$ cat src/rtl/dcache_ctrl_nway.sv
// N-way set-associative data-cache controller: hit path, victim selection, writeback/fill FSM.
// Optional perf counters (hitCnt/missCnt/wbCnt) are compiled in when DCACHE_PERF_CNT_EN is defined.
module dcache_ctrl_nway #(
  parameter int ADDR_W      = 32,
  parameter int WORD_W      = 32,
  parameter int BLOCK_WORDS = 4,
  parameter int WAYS        = 2,
  parameter int TAG_W       = 20,
  localparam int WAY_W      = (WAYS > 1) ? $clog2(WAYS) : 1,
  localparam int BLK_B      = BLOCK_WORDS * WORD_W,
  localparam int OFF_W      = $clog2(BLK_B / 8),
  localparam int MA_W       = ADDR_W - OFF_W
) (
  input  logic               clock,
  input  logic               reset,
  input  logic               ren,
  input  logic               wen,
  input  logic [ADDR_W-1:0]  addr,
  input  logic [WORD_W/8-1:0] byteSel,
  input  logic [WORD_W-1:0]  din,
  output logic               stall,
  output logic [WORD_W-1:0]  dout,
  input  logic [WAYS-1:0]    wayHit,
  input  logic [WAYS-1:0]    wayValid,
  input  logic [WAYS-1:0]    wayDirty,
  input  logic [TAG_W-1:0]   victimTag,
  input  logic [BLK_B-1:0]   cacheDout,
  output logic [WAY_W-1:0]   cacheWay,
  output logic               cacheRen,
  output logic               cacheWen,
  output logic               cacheFillWen,
  output logic [BLK_B/8-1:0] cacheBytesAccess,
  output logic [BLK_B-1:0]   cacheDin,
  output logic               memRen,
  output logic               memWen,
  output logic [MA_W-1:0]    memAddr,
  output logic [BLK_B-1:0]   memDin,
  input  logic [BLK_B-1:0]   memDout,
  input  logic               memReadReady,
  input  logic               memWriteDone
`ifdef DCACHE_PERF_CNT_EN
  ,
  output logic [31:0]        hitCnt,
  output logic [31:0]        missCnt,
  output logic [31:0]        wbCnt
`endif
);

  localparam int NB     = WORD_W / 8;
  localparam int BYTE_W = $clog2(NB);
  localparam int SET_W  = MA_W - TAG_W;

  typedef enum logic [2:0] {IDLE, WRITEBACK, MEMREAD, FILL, REPLAY} state_t;

  state_t            state, next_state;
  logic [WAY_W-1:0]  rr, vway, vway_d, hit_way, victim;
  logic              req, hit, wen_only, hit_found, inv_found;
  logic [ADDR_W-1:0] word_sel;

  assign req      = ren ^ wen;
  assign wen_only = wen & ~ren;
  assign hit      = |wayHit;
  assign word_sel = (addr >> BYTE_W) & ADDR_W'(BLOCK_WORDS - 1);
  assign memDin   = cacheDout;

  // Hit way is the set wayHit bit; victim prefers the lowest invalid way over rr.
  always_comb begin
    hit_way   = '0;
    hit_found = 1'b0;
    victim    = rr;
    inv_found = 1'b0;
    for (int i = 0; i < WAYS; i++) begin
      if (!hit_found && wayHit[i]) begin
        hit_way   = WAY_W'(i);
        hit_found = 1'b1;
      end
      if (!inv_found && !wayValid[i]) begin
        victim    = WAY_W'(i);
        inv_found = 1'b1;
      end
    end
  end

  always_ff @(posedge clock or negedge reset) begin
    if (!reset) begin
      state <= IDLE;
      vway  <= '0;
      rr    <= '0;
    end else begin
      state <= next_state;
      vway  <= vway_d;
      if (state == FILL)
        rr <= (WAYS == 1) ? '0 : rr + WAY_W'(1);
    end
  end

  // Every combinational output stays zero while reset is held low.
  always_comb begin
    next_state       = state;
    vway_d           = vway;
    stall            = 1'b0;
    dout             = '0;
    cacheWay         = vway;
    cacheRen         = 1'b0;
    cacheWen         = 1'b0;
    cacheFillWen     = 1'b0;
    cacheBytesAccess = '0;
    cacheDin         = '0;
    memRen           = 1'b0;
    memWen           = 1'b0;
    memAddr          = '0;
    if (reset) begin
      for (int w = 0; w < BLOCK_WORDS; w++)
        if (word_sel == ADDR_W'(w)) dout = cacheDout[w*WORD_W +: WORD_W];
      case (state)
        IDLE: begin
          if (req && hit) begin
            cacheWay = hit_way;
            cacheRen = ~wen;
            cacheWen = wen_only;
            if (wen_only) begin
              for (int w = 0; w < BLOCK_WORDS; w++) begin
                if (word_sel == ADDR_W'(w)) begin
                  cacheBytesAccess[w*NB +: NB]  = byteSel;
                  cacheDin[w*WORD_W +: WORD_W] = din;
                end
              end
            end
          end else if (req) begin
            stall      = 1'b1;
            vway_d     = victim;
            cacheWay   = victim;
            next_state = (wayValid[victim] && wayDirty[victim]) ? WRITEBACK : MEMREAD;
          end
        end
        WRITEBACK: begin
          stall   = 1'b1;
          memWen  = 1'b1;
          memAddr = {victimTag, addr[OFF_W +: SET_W]};
          if (memWriteDone) next_state = MEMREAD;
        end
        MEMREAD: begin
          stall   = 1'b1;
          memRen  = 1'b1;
          memAddr = addr[ADDR_W-1:OFF_W];
          if (memReadReady) next_state = FILL;
        end
        FILL: begin
          stall            = 1'b1;
          cacheFillWen     = 1'b1;
          cacheBytesAccess = '1;
          cacheDin         = memDout;
          // A write miss merges its bytes into the fill so the replay sees the final data.
          for (int w = 0; w < BLOCK_WORDS; w++)
            for (int b = 0; b < NB; b++)
              if (wen_only && word_sel == ADDR_W'(w) && byteSel[b])
                cacheDin[w*WORD_W + b*8 +: 8] = din[b*8 +: 8];
          next_state = REPLAY;
        end
        REPLAY: begin
          stall      = 1'b1;
          next_state = IDLE;
        end
        default: next_state = IDLE;
      endcase
    end
  end

`ifdef DCACHE_PERF_CNT_EN
  logic after_replay;

  // The IDLE cycle right after REPLAY completes a miss, so it is not counted as a hit.
  always_ff @(posedge clock or negedge reset) begin
    if (!reset) begin
      hitCnt       <= '0;
      missCnt      <= '0;
      wbCnt        <= '0;
      after_replay <= 1'b0;
    end else begin
      after_replay <= (state == REPLAY);
      if (state == IDLE && req && hit && !after_replay && hitCnt != '1)
        hitCnt <= hitCnt + 32'd1;
      if (state == IDLE && req && !hit && missCnt != '1)
        missCnt <= missCnt + 32'd1;
      if (state == WRITEBACK && memWriteDone && wbCnt != '1)
        wbCnt <= wbCnt + 32'd1;
    end
  end
`endif

endmodule

$ cat config.mk
export PLATFORM = sky130hd
export DESIGN_NAME = dcache_ctrl_nway
export DESIGN_NICKNAME = d
export VERILOG_FILES = /design/src/rtl/dcache_ctrl_nway.sv
export SDC_FILE = /design/constraint.sdc
export NUM_CORES = 1
export LEC_CHECK = 0
export BUFFER_PORTS_ARGS = -buffer_cell sky130_fd_sc_hd__buf_2
export CORE_AREA = 2 2 272 274
export CTS_BUF_LIST = sky130_fd_sc_hd__clkbuf_8 sky130_fd_sc_hd__clkbuf_16
export CTS_CLUSTER_DIAMETER = 80
export DETAILED_ROUTE_END_ITERATION = 10
export DIE_AREA = 0 0 274 276
export PLACE_DENSITY = 0.3
export SYNTH_ARGS = -nofsm -noshare
export SYNTH_HDL_FRONTEND = slang
export SYNTH_SLANG_ARGS = --single-unit
$ cat constraint.sdc
create_clock -name clock -period 1.9 [get_ports clock]
set_input_delay 0.38 -clock clock [delete_from_list [all_inputs] [get_ports clock]]
set_output_delay 0.38 -clock clock [all_outputs]
set_load 0.005 [all_outputs]
# Yosys cells after proc, flatten, opt, wreduce, memory -nomap -nowiden
# Index checks and enable logic that the tools add are counted.
# totals
inputBits	356
regBits	5
output_inout_bits	339
wordCells	126
# op_classes
magnitude_cmp	1
n_eq_ne	11
n_reduce_logical	32
bitwise_logic	5
add_sub_neg	1
n_mux	73
# op_table
operator	count
2-to-1 mux 128 bit	3
2-to-1 mux 32 bit	9
one-hot mux 128 bit (2 select lines)	1
2-to-1 mux 8 bit	16
one-hot mux 28 bit (2 select lines)	1
2-to-1 mux 16 bit	3
zero test 32 bit	1
one-hot mux 16 bit (2 select lines)	1
2-to-1 mux 28 bit	1
2-to-1 mux 1 bit	27
logical AND 1 bit	24
2-to-1 mux 4 bit	4
2-to-1 mux 3 bit	4
one-hot mux 3 bit (4 select lines)	1
!= test 2 bit (second input constant)	4
== test 3 x 2 -> 1 bit (second input constant)	2
AND reduction 5 bit	1
== test 2 bit (second input constant)	2
OR reduction 4 bit	1
== test 3 x 1 -> 1 bit (second input constant)	1
== test 3 bit (second input constant)	1
zero test 3 bit	1
NOT 1 bit	3
AND reduction 3 bit	1
9 further kinds	10

# Longest topological paths before layout
# Gate-level depths: netlist of the first run.
# logic_depth
depth_word	10
depth_mapped	8
mapped_depth_nobuf	5

# Worst setup path after synthesis of the first run
# OpenSTA, ideal clock, no wires.
# synth_path
path_type	input to output
start	input ren
end	output cacheDin[121]
stages	8
setup_slack_ps	-107
required_ps	1520
path_buffers	3
arrival_time_ps	1627
path_cell_list	inv_1 > ha_1 > and3_1 > buf_2 > and3_1 > buf_2 > buf_6 > a32o_1
# synth_between
elab_chain_cells	7
elab_cells_between_ends	11
classes_between	mux (5); bitwise (3); reduce/logical (3)
# synth_lines
item	line	source
start, declared	16	input logic ren,
NOT 1 bit	61	assign wen_only = wen & ~ren;
bitwise AND 1 bit	61	
logical AND 1 bit (2 in a row)	156	if (wen_only && word_sel == ADDR_W'(w) && byteSel[b])
2-to-1 mux 8 bit	156	
one-hot mux 128 bit (2 select lines) *	115	case (state)
2-to-1 mux 128 bit *	112	if (reset) begin
end, declared	33	output logic [BLK_B-1:0] cacheDin,
# Mark *: on every way between the ends. The rest lies on a longest branch, timed or not.

# Worst setup path after layout of the first run
# layout_path
start	register state[0]
end	output cacheDin[100]
# layout_between
elab_chain_cells	3
elab_cells_between_ends	4
classes_between	eq/ne (1); mux (2); reduce/logical (1)
# layout_lines
item	line	source
start, declared	55	state_t state, next_state;
start signal, assigned	90	state <= next_state;
== test 3 x 2 -> 1 bit or zero test 3 bit (tied branches)	115	
one-hot mux 128 bit (2 select lines) *	115	
2-to-1 mux 128 bit *	112	
# Marks and branches as above.

==> reports/metrics.csv, run 1 <==
metric;value;unit
outcome;finished with violations;
failing checks;setup timing;
Startpoint Class;flop;
Starting Density;6.333;%
Hold-fix buffers, CTS;0;
maxcap violations;0;
Root Driver;clkbuf_16;
cts bufs inserted;3;
row cnt;99;
Syn Std Cell Area;0.004597;mm2
Boundary Pins;695;
number of global-route vias before repair;7449;
Die Span X;274;um
hpwl dp;31620;um
die area;0.07562;mm2
Clock Tree Buf Depth;2;
register area share after synthesis;2.722;%
Placer Congestion;0.8561;
Netlist cell types;39;
first-pass GRT wire length;54210;um
wire per inst;19.88;um
Port Buffers;692;
Slew headroom;60.93;%
clock-pin transition on the worst setup and hold timing paths;0.03;ns
Syn Nets;875;
YS warnings;0;
grt ovf;0;
CP max stage cell;dfrtp_2;
Post-synth EDFFs;0;
Crit Path Max Fanout;8;
crit share post-route;125.3;%
DRC viols;0;
initial antenna violation count;10;
First DRT Iteration DRCs;448;
Sink Count;5;
pin count of the biggest net entering global routing;33;
Tightest Hold Check Type;in2async;
Worst Max-Slew Pin Slew;0.5860;ns
DRT Wirelength;41620;um
core region area;0.07259;mm2
Lkg Pwr;4.921;nW
Post-synth ARST share;100.0;%
worst path arrival time;2.00;ns
clock tree from TritonCTS;built;
setup TNS;-61.54;ns
fmax;420.1;MHz
GRT Overall Usage;9.725;%
setup slack after layout;-0.4805;ns
crit path buf inv count;3;
final setup vio count;198;
Period minus WS final;2.380;ns
crit path cell chain;buf_6 -> and3b_4 -> buf_12 -> a22o_4 -> a32o_2 -> buf_2;
drt pass-1 iters;4;
NumNets Final;1488;
PwrDens;576.8;mW/mm2
ratio of cells with drive above 1 in the final layout;81.24;%
worst skew pair latency;0.23;ns
synthesized flop and latch total;5;
family with the most delay on the worst path;compound AO/OA/AOI/OAI gates;
Routed Antenna Nets;0;
RSZ-0062 raised after global routing;true;
placed cell area;0.008705;mm2
CTS HTree Levels;1;
post-DR vias/cell;3.534;
post-route cell area;0.009893;mm2
area grow syn2layout;115.2;%
Peak VDD IR;380.9;uV
Required @ worst endpoint;1.52;ns
critical path type;reg2out;
ys flop type;dfrtp_1;
DIE HEIGHT;276;um
total power;0.005706;W
Mean Syn Cell Area;8.874;um2
fillers;8397;
Crit path largest cell delay;0.44;ns
Core Util, Final;13.63;%
CP Capture Type;primary output;
Fin Hold WS;0.1247;ns
vias;7400;
Final Hold Fails;0;
Fin Clk Skew;0.002371;ns
Syn Inst Count;518;
max-slew violation count;0;
-- synth_stat cells (2+ instances only) --
cell      number  area share [%]
o31ai_1        2            0.33
buf_4        136              22
mux4_2        32              16
xor2_1         2            0.38
and3b_1        3            0.57
o21ai_1        3            0.33
nand2_1       21             1.7
a22o_1        20             3.8
and4bb_2       2            0.54
a32o_1       128              28
buf_6         23             5.6
buf_2         10             1.1
and3_1        13             1.8
dfrtp_1        5             2.7
o21ai_0       16             1.7
and2_1        33             4.5
nor2_1         4            0.33
nand2b_1       2            0.27
a21oi_1       18             2.0
clkbuf_1      18             1.5
o41ai_1        2            0.38
a22o_2         4            0.87
inv_1          5            0.41
-- final timing paths --
path / startpoint / end / slack (ns) / cells past startpoint
setup / recovery: state[0]$_DFFE_PN0P_ / cacheDin[100] / -0.48 / 6
hold / removal: reset / state[2]$_DFFE_PN0P_ / 0.12 / 2
min in group clock: memReadReady / state[0]$_DFFE_PN0P_ / 0.42 / 3
max in group asynchronous: reset / vway$_DFFE_PN0P_ / 1.43 / 2
hold reg to reg: rr$_DFFE_PN0N_ / rr$_DFFE_PN0N_ / 0.53 / 1
setup reg to reg: state[0]$_DFFE_PN0P_ / state[0]$_DFFE_PN0P_ / 0.26 / 6
-- cell usage in the layout (no fill, tap or decap), types with 2 or more instances in the layout --
cell type	count
a21oi_1	2
a21oi_2	15
a22o_1	20
a22o_2	3
a22o_4	3
a32o_1	120
a32o_2	8
and2_1	16
and2_4	17
and3_1	8
and3_4	5
and4bb_4	2
buf_12	34
buf_16	4
buf_2	671
buf_4	41
buf_6	37
buf_8	3
clkbuf_16	7
dfrtp_1	3
dfrtp_2	2
diode_2	5
inv_1	5
mux4_2	32
nand2_1	21
nor2_4	2
o21ai_0	3
o21ai_1	2
o21ai_2	10
o21ai_4	4
o31ai_1	2
xor2_1	2
-- kinds of logic (layout without fill, tap and decap cells) --
| logic type | count (synthesis) | in the layout | share of synthesized area (%) |
|---|---|---|---|
| compound gates | 196 | 198 | 37.81 |
| buf+inv | 193 | 803 | 30.89 |
| simple gates | 86 | 86 | 11.59 |
| mux | 34 | 34 | 16.14 |
| flops | 5 | 5 | 2.722 |
| xor+xnor | 3 | 3 | 0.5717 |
| fa+ha+maj | 1 | 1 | 0.2721 |
| other cells | 0 | 5 | 0 |
-- stage by stage --
stage          worst slack [ns]  cells
4_1_cts                 -0.4453   2086
2_1_floorplan         -0.006082    518
3_5_place_dp            -0.5532   2057
6_report                -0.4805   2094
5_1_grt                 -0.4933   2094
3_3_place_gp            -0.5300   2057
-- final cells by class --
cell class                      count  area (um2)  share of cell area (%)
Timing Repair Buffer              794        5019                   50.73
Multi-Input combinational cell    322        3437                   34.74
Tap cell                          959        1200                   12.13
Sequential cell                     5       127.6                   1.290
Clock buffer                        3       75.07                  0.7588
Inverter                            5       18.77                  0.1897
Antenna cell                        5       12.51                  0.1265
Clock inverter                      1       3.754                 0.03794
-- repair_timing --
action,in CTS,in global routing
setup endpoints to repair,202,206
cloned,11,4
pin swaps,17,43
buffers inserted,16,8
gates resized for setup,124,57
-- flip-flops by register name (all words and copies together) (netlist names) --
register,cells
vway,1
rr,1
state,3
-- layer usage --
layer / global-route usage [%] / routed length, um / vias up / part of all wire (%)
met5: 0 / 57 / - / 0.14
met4: 4.654 / 1742 / 8 / 4.2
met3: 1.919 / 3583 / 72 / 8.6
met2: 17.97 / 21170 / 535 / 51
met1: 10.47 / 15070 / 3551 / 36
li1: - / - / 3234 / -
-- report_power, final --
part / total, W / leakage, nW / internal (W) / switching [W]
logic: 0.00513 / 4.82 / 0.00258 / 0.00254
registers: 0.000237 / 0.0581 / 0.000163 / 0.0000744
clock network: 0.000342 / 0.0423 / 0.000273 / 0.0000692
Note: power is estimated with default switching activity, not from simulation.
==> inputs of run 2 (changes only) <==
PLACE_DENSITY = unset   (was 0.3)
==> reports/metrics.csv, run 2 (synthesis results as in run 1) <==
metric;value;unit;change
outcome;finished with violations;;
failing checks;setup timing;;
initial antenna violation count;17;;+7
CP Capture Type;primary output;;
Placer Congestion;0.9569;;+12%
Core Util, Final;13.51;%;-0.12 points
DRC viols;0;;unchanged
Fin Clk Skew;0.001034;ns;-0.001337 ns
Startpoint Class;flop;;
first-pass GRT wire length;50730;um;-6.4%
Required @ worst endpoint;1.52;ns;about the same
most frequent cells in the layout;buf_2, a32o_1, buf_4;;
core region area;0.07259;mm2;unchanged
GRT Overall Usage;9.409;%;-0.32 points
max-slew violation count;0;;unchanged
die area;0.07562;mm2;unchanged
DIE HEIGHT;276;um;unchanged
Tightest Hold Check Type;in2async;;
Critical R2R Launch;state[0]$_DFFE_PN0P_;;
wire per inst;19.64;um;-1.2%
Lkg Pwr;4.910;nW;-0.22%
Clock Tree Buf Depth;2;;unchanged
fmax;442.8;MHz;+5.4%
area grow syn2layout;113.4;%;
worst path arrival time;1.88;ns;-0.12 ns
Root Driver;clkbuf_16;;
hpwl dp;34040;um;+7.7%
pin count of the biggest net entering global routing;33;;unchanged
most common cell after layout, fill and taps aside;buf_2;;
Die Span X;274;um;unchanged
CTS HTree Levels;1;;unchanged
number of global-route vias before repair;6943;;-6.8%
Port Buffers;692;;unchanged
Worst Reg-to-Reg Cells;6;;unchanged
row cnt;99;;unchanged
Starting Density;6.333;%;unchanged
Final Hold Fails;0;;unchanged
Fin Hold WS;0.06840;ns;-0.05633 ns
NumNets Final;1482;;-0.40%
cts bufs inserted;3;;unchanged
Reg2Reg Setup Slack;0.26;ns;about the same
Period minus WS final;2.258;ns;-0.1221 ns
RSZ-0062 raised after global routing;true;;
vias;7417;;+0.23%
final setup vio count;210;;+6.1%
setup TNS;-53.47;ns;+8.074 ns
setup slack after layout;-0.3584;ns;+0.1221 ns
worst skew pair latency;0.23;ns;about the same
Crit Path Max Fanout;32;;+24
Sink Count;5;;unchanged
drt pass-1 iters;5;;+1
DRT Wirelength;40920;um;-1.7%
reg2reg end;state[1]$_DFFE_PN0P_;;
Reg with most FFs;state;;
ratio of cells with drive above 1 in the final layout;80.96;%;-0.28 points
grt ovf;0;;unchanged
max reg flops;3;;unchanged
clock-pin transition on the worst setup and hold timing paths;0.03;ns;about the same
crit share post-route;118.9;%;-6.4 points
maxcap violations;0;;unchanged
Slew headroom;67.57;%;+6.6 points
clock tree from TritonCTS;built;;
biggest regs;state x3, rr x1, vway x1;;
post-DR vias/cell;3.559;;+0.71%
Routed Antenna Nets;0;;unchanged
Boundary Pins;695;;unchanged
Peak VDD IR;266.6;uV;-30%
First DRT Iteration DRCs;523;;+17%
critical path type;reg2out;;
Worst Max-Slew Pin Slew;0.4865;ns;-0.09949 ns
PwrDens;574.9;mW/mm2;-0.33%
-- run 2: changes by cell type in the layout (fill, tap and decap cells not counted), moves of 5 or more --
cell,delta
a21oi_2,-5
buf_12,-5
buf_2,-7
buf_4,+5
clkbuf_16,+5
-- run 2: metal layers --
| layer | track usage [%] | share of wire (%) |
|---|---|---|
| met1 | 10.09 | 36 |
| met2 | 17.22 | 49 |
| met3 | 3.048 | 11 |
| met4 | 3.052 | 3.9 |
| met5 | 0 | 0.24 |
-- run 2: worst max-delay path: stages (launching register included) --
cell and delay (ns):
dfrtp_2 0.45, nor4_4 0.33, buf_6 0.17, a22o_4 0.15, buf_12 0.17, a32o_2 0.24, buf_6 0.11
-- run 2: cell type report --
cell class	count	area (um2)
clock buffers	3	75.07
multi-input cells	321	3402
diodes	1	2.502
well taps	959	1200
fillers	8342	62780
clock inverters	1	3.754
repair buffers	789	4980
inverters	5	18.77
flip-flops and latches	5	127.6
-- run 2: repair_timing --
| action | CTS | global route |
|---|---|---|
| buffers inserted | 2 | 11 |
| endpoints found under the setup margin | 210 | 211 |
| pin swaps | 42 | 63 |
| hold buffers | 0 | 0 |
| gates cloned | 0 | 13 |
| gates resized for setup | 48 | 124 |
-- run 2: through the flow --
step	cell area [um2]	power, W	std cells	setup slack [ns]
floorplan	4631	0.002320	518	-0.006082
global placement	8716	0.004419	2055	-0.7226
detailed placement	8716	0.004403	2055	-0.7406
CTS	8976	0.004911	2061	-0.3951
global route	9809	0.006038	2084	-0.4181
finish	9809	0.005640	2084	-0.3584
-- run 2: how the worst max path moves through the flow --
| stage | from | to | cells after the start |
|---|---|---|---|
| after floorplan | ren | cacheDin[10] | 7 |
| after CTS | ren | cacheDin[34] | 9 |
| after detailed placement | ren | cacheDin[41] | 8 |
| after global routing | state[0]$_DFFE_PN0P_ | cacheDin[29] | 6 |
| after global placement | ren | cacheDin[43] | 8 |
| final | state[0]$_DFFE_PN0P_ | cacheDin[7] | 6 |
-- run 2: power by group --
group,switching [W],internal (W)
logic,0.00248,0.00258
clock network,0.0000697,0.000273
registers,0.0000754,0.000163
